[config.mk]
export PLATFORM = sky130hd
export DESIGN_NAME = lenet_argmax
export DESIGN_NICKNAME = d
export VERILOG_FILES = /design/src/rtl/lenet_argmax.sv
export SDC_FILE = /design/constraint.sdc
export NUM_CORES = 1
export LEC_CHECK = 0
export ABC_AREA = 1
export BUFFER_PORTS_ARGS = -buffer_cell sky130_fd_sc_hd__buf_2
export CAP_MARGIN = 0
export CORE_ASPECT_RATIO = 0.75
export CORE_MARGIN = 2
export CORE_UTILIZATION = 60
export CTS_BUF_LIST = sky130_fd_sc_hd__clkbuf_8
export DETAILED_ROUTE_END_ITERATION = 7
export PLACE_DENSITY_LB_ADDON = 0.2
export SYNTH_ARGS = -nofsm -noshare
export SYNTH_HDL_FRONTEND = slang
export SYNTH_SLANG_ARGS = --single-unit
[constraint.sdc]
create_clock -name clk -period 7.2 [get_ports clk]
set_input_delay 0.72 -clock clk [delete_from_list [all_inputs] [get_ports clk]]
set_output_delay 0.72 -clock clk [all_outputs]
set_load 0.03 [all_outputs]
[src/rtl/lenet_argmax.sv]
// lenet_argmax: picks the highest signed class score of a LeNet output frame.
// A frame is captured on the accept handshake, then scanned one class per
// cycle; ties resolve to the lowest index. The result is held until consumed.
// Optional feature: define LENET_ARGMAX_BIAS_EN to add a per-class bias
// (class_bias) to each score at capture time, saturated to BITWIDTH bits.
module lenet_argmax #(
    parameter int BITWIDTH  = 16,
    parameter int NUM_CLASS = 10
) (
    input  logic                            clk,
    input  logic                            rst_n,
    input  logic                            in_valid,
    output logic                            in_ready,
    input  logic [NUM_CLASS*BITWIDTH-1:0]   featuremap3,
`ifdef LENET_ARGMAX_BIAS_EN
    input  logic [NUM_CLASS*BITWIDTH-1:0]   class_bias,
`endif
    output logic                            out_valid,
    input  logic                            out_ready,
    output logic [3:0]                      class_idx,
    output logic signed [BITWIDTH-1:0]      max_score,
    output logic                            busy
);

    typedef enum logic [1:0] {IDLE, SCAN, DONE} state_t;

    state_t                      state, state_nxt;
    logic [3:0]                  cnt;
    logic [3:0]                  best_idx;
    logic signed [BITWIDTH-1:0]  best_score;
    logic signed [BITWIDTH-1:0]  frame [NUM_CLASS];
    logic signed [BITWIDTH-1:0]  cap   [NUM_CLASS];
    logic signed [BITWIDTH-1:0]  cur;
    logic                        accept;
    logic                        last;
    logic                        gt;

`ifdef LENET_ARGMAX_BIAS_EN
    // Add at BITWIDTH+1 bits, clamp on overflow to the signed range.
    function automatic logic signed [BITWIDTH-1:0] sat_add(
        input logic signed [BITWIDTH-1:0] a,
        input logic signed [BITWIDTH-1:0] b
    );
        logic signed [BITWIDTH:0] s;
        s = {a[BITWIDTH-1], a} + {b[BITWIDTH-1], b};
        if (s[BITWIDTH] != s[BITWIDTH-1])
            sat_add = s[BITWIDTH] ? {1'b1, {(BITWIDTH-1){1'b0}}}
                                  : {1'b0, {(BITWIDTH-1){1'b1}}};
        else
            sat_add = s[BITWIDTH-1:0];
    endfunction
`endif

    // Unpack the input frame into per-class values to be captured.
    always_comb begin
        for (int unsigned k = 0; k < NUM_CLASS; k++) begin
`ifdef LENET_ARGMAX_BIAS_EN
            cap[k] = sat_add(featuremap3[k*BITWIDTH +: BITWIDTH],
                             class_bias[k*BITWIDTH +: BITWIDTH]);
`else
            cap[k] = featuremap3[k*BITWIDTH +: BITWIDTH];
`endif
        end
    end

    // Scan datapath: current candidate and its strictly-greater test.
    always_comb begin
        cur    = frame[cnt];
        gt     = cur > best_score;
        last   = (cnt == 4'(NUM_CLASS - 1));
        accept = in_valid && in_ready;
    end

    // State register.
    always_ff @(posedge clk or negedge rst_n) begin
        if (!rst_n) state <= IDLE;
        else        state <= state_nxt;
    end

    // Next-state logic.
    always_comb begin
        state_nxt = state;
        case (state)
            IDLE:    if (accept)    state_nxt = SCAN;
            SCAN:    if (last)      state_nxt = DONE;
            DONE:    if (out_ready) state_nxt = IDLE;
            default:                state_nxt = IDLE;
        endcase
    end

    // Handshake outputs decoded from state.
    always_comb begin
        in_ready  = (state == IDLE);
        out_valid = (state == DONE);
        busy      = (state != IDLE);
    end

    // Frame capture, running maximum and result registers.
    always_ff @(posedge clk or negedge rst_n) begin
        if (!rst_n) begin
            cnt        <= '0;
            best_idx   <= '0;
            best_score <= '0;
            class_idx  <= '0;
            max_score  <= '0;
            for (int unsigned k = 0; k < NUM_CLASS; k++) frame[k] <= '0;
        end else if (accept) begin
            for (int unsigned k = 0; k < NUM_CLASS; k++) frame[k] <= cap[k];
            best_score <= cap[0];
            best_idx   <= '0;
            cnt        <= 4'd1;
        end else if (state == SCAN) begin
            cnt <= cnt + 4'd1;
            if (gt) begin
                best_score <= cur;
                best_idx   <= cnt;
            end
            // Final compare is folded into the result load so DONE sees it.
            if (last) begin
                class_idx <= gt ? cnt : best_idx;
                max_score <= gt ? cur : best_score;
            end
        end
    end

endmodule

==> results.json <==
{
  "synth_seq_area_share": 0.488,
  "dpl.hpwl_um": 19400,
  "totalWireLength_um": 28300,
  "holdWs_ps": 321,
  "drive_above_1_share": 0.185,
  "skew_ps": 18.3,
  "drv_cap": 0,
  "cts_tree": "yes",
  "postSynthCellCount": 1413,
  "filler_cell_count": 1408,
  "yosys.area.top_type_share": 0.488,
  "finalWeightedCongestion": 0.898,
  "yosysWarnings": 0,
  "cts-buffers-inserted": 31,
  "numPortBuffers": 186,
  "dp_cells": 1763,
  "grt_pass1_wl_um": 45400,
  "arrival_ps": 4400,
  "wl_per_cell_um": 15.5,
  "post_cts_resized": 0,
  "vias": 9590,
  "initial_core_util": 0.620,
  "die_h_um": 119,
  "slew_violations": 0,
  "drc": 0,
  "finish.utilization": 0.715,
  "tightest_slew_ps": 1120,
  "seq_area_um2": 5160,
  "insertedDiodeCount": 0,
  "worstSkewPairLatency_ps": 570,
  "ctsHoldBuffers": 0,
  "p_per_area_nw_per_um2": 553,
  "combPwrFrac": 0.557,
  "postRouteAntennaNets": 0,
  "start_kind": "flop",
  "grt-ovfl-total": 0,
  "multi_input_area_um2": 4310,
  "dr.pass1.iters": 5,
  "fin_nets": 1742,
  "via_per_inst": 5.27,
  "io_pins": 187,
  "power_frac_seq": 0.289,
  "relSlewSlack": 0.253,
  "fmax_mhz": 252,
  "post-cts-setup-buffers": 0,
  "cp.required_ps": 7620,
  "min_period_over_period": 0.552,
  "root_buffer": "clkbuf_8",
  "die_area_um2": 18700,
  "coreArea_um2": 17000,
  "worstSetupEndpointType": "flop",
  "layout_min_cycle_time_ps": 3970,
  "setup-tns-final_ps": 0,
  "area_growth_pct": 15.3,
  "h-tree-depth": 1,
  "swShare": 0.488,
  "syn_nets": 1595,
  "setup_violations": 0,
  "hp-class": "in2async",
  "grt_usage": 0.308,
  "outcome": "completed",
  "grt_pass1_vias": 9025,
  "fp-row-count": 41,
  "leakage_uw": 0.00686,
  "peakVddDrop_uv": 458,
  "first_iter_violations": 883,
  "hold_viol_final": 0,
  "grt_max_degree": 168,
  "clkTransAtPathRegs_ps": 70,
  "synthTopCellsByArea": "dfrtp_1 (49%), nand2_1 (20%), inv_1 (6.7%)",
  "cts_buffer_depth": 3,
  "crit_type": "reg2reg",
  "yosysTopAreaCell": "dfrtp_1",
  "power_frac_clock": 0.154,
  "ys_types": 24,
  "netlist_area_um2": 10600,
  "path_max_fanout": 66,
  "fin_cells": 1821,
  "avgSynthCellArea_um2": 7.48,
  "cts_sinks": 206,
  "p_sw_uw": 3290,
  "antenna_found_initial": 0,
  "place_ws_ps": 3310,
  "rsz0062_at_grt": "no",
  "p_int_uw": 3450,
  "synth_seq_cells": 206,
  "setup_slack_ps": 3230,
  "fp.dieW_um": 157
}
[registers in the layout (all words and copies together) (netlist names)]
register,count
best_idx,4
state,2
cnt,4
max_score,16
class_idx,4
best_score,16
frame,160
[metrics by stage]
step / cell area [um^2] / total power [uW]
final: 12200 / 6740
after CTS: 12200 / 6720
after floorplan: 10600 / 4820
after global placement: 11500 / 5520
after detailed placement: 11500 / 5650
after global routing: 12200 / 7340
[final cells by class]
class                      count  share of cell area
clock buffer                  40              0.0452
tap                          236              0.0242
inverter                     196              0.0608
sequential                   206               0.423
timing repair buffer         193              0.0815
multi-input combinational    932               0.354
clock inverter                18              0.0112
[worst max-delay path, cell delays in order, from the launching register on]
cell	delay (ps)
dfrtp_2	400
inv_2	780
nand2_1	130
nand3_1	210
nand3_1	150
nand3_1	140
nand2_1	70
ha_1	290
nand2_1	60
nand2_1	40
nand3_1	60
nand2_1	60
a21oi_2	170
nand2_1	90
nand2_2	250
nand3_4	430
o21ai_1	340
o21ai_1	80
[worst paths after layout]
path / start / endpoint / slack (ps) / depth (start not counted)
worst max-delay path: cnt[0] / class_idx[1] / 3230 / 17
worst min-delay path: rst_n / frame[101] / 320 / 1
worst max register to register: cnt[0] / class_idx[1] / 3230 / 17
worst min register to register: frame[8] / frame[8] / 480 / 2
max in group asynchronous: rst_n / frame[75] / 5300 / 2
min in group clk: featuremap3[154] / frame[10] / 340 / 3
[layer usage]
layer	global-route usage	wire length, um	up-vias
li1	-	-	4663
met1	0.470	13000	4435
met2	0.442	11900	436
met3	0.0710	2800	56
met4	0.0864	650	0
met5	0	0	-
[placed cells by master (no fill, tap or decap), drive strengths merged]
cell,instances
o22ai,1
a21oi,23
o21ai,161
clkinv,10
nor3,2
clkinvlp,1
bufinv,2
a21o,1
buf,192
nand2,581
nand3,119
nand4,18
clkbuf,41
dfrtp,206
nor2,8
ha,18
inv,201
[synthesized netlist by cell type]
cell / instances
nand2_1: 568
dfrtp_1: 206
inv_1: 189
o21ai_0: 132
nand3_1: 106
clkbuf_1: 36
buf_2: 29
o21ai_1: 29
ha_1: 18
nand4_1: 18
a21oi_1: 12
nand3_2: 12
a21oi_2: 11
nand2_4: 10
buf_1: 8
nor2_1: 8
inv_2: 7
buf_4: 3
buf_6: 3
nand2_2: 3
nor3_4: 2
a21o_1: 1
nand3_4: 1
o22ai_1: 1
[kinds of logic after synthesis]
| kind of cell | synth area share |
|---|---|
| fa+ha+maj | 0.0213 |
| flops | 0.488 |
| compound gates | 0.0924 |
| buf+inv | 0.104 |
| simple gates | 0.294 |
[power groups by stage]
stage,Combinational [uW],Sequential [uW],Clock [uW]
floorplan,2820,2000,0
global placement,3580,1940,0
detailed placement,3700,1960,0
CTS,3720,1940,1050
global route,4240,2000,1100
finish,3760,1950,1040
Power figures use the tool's default switching activity.
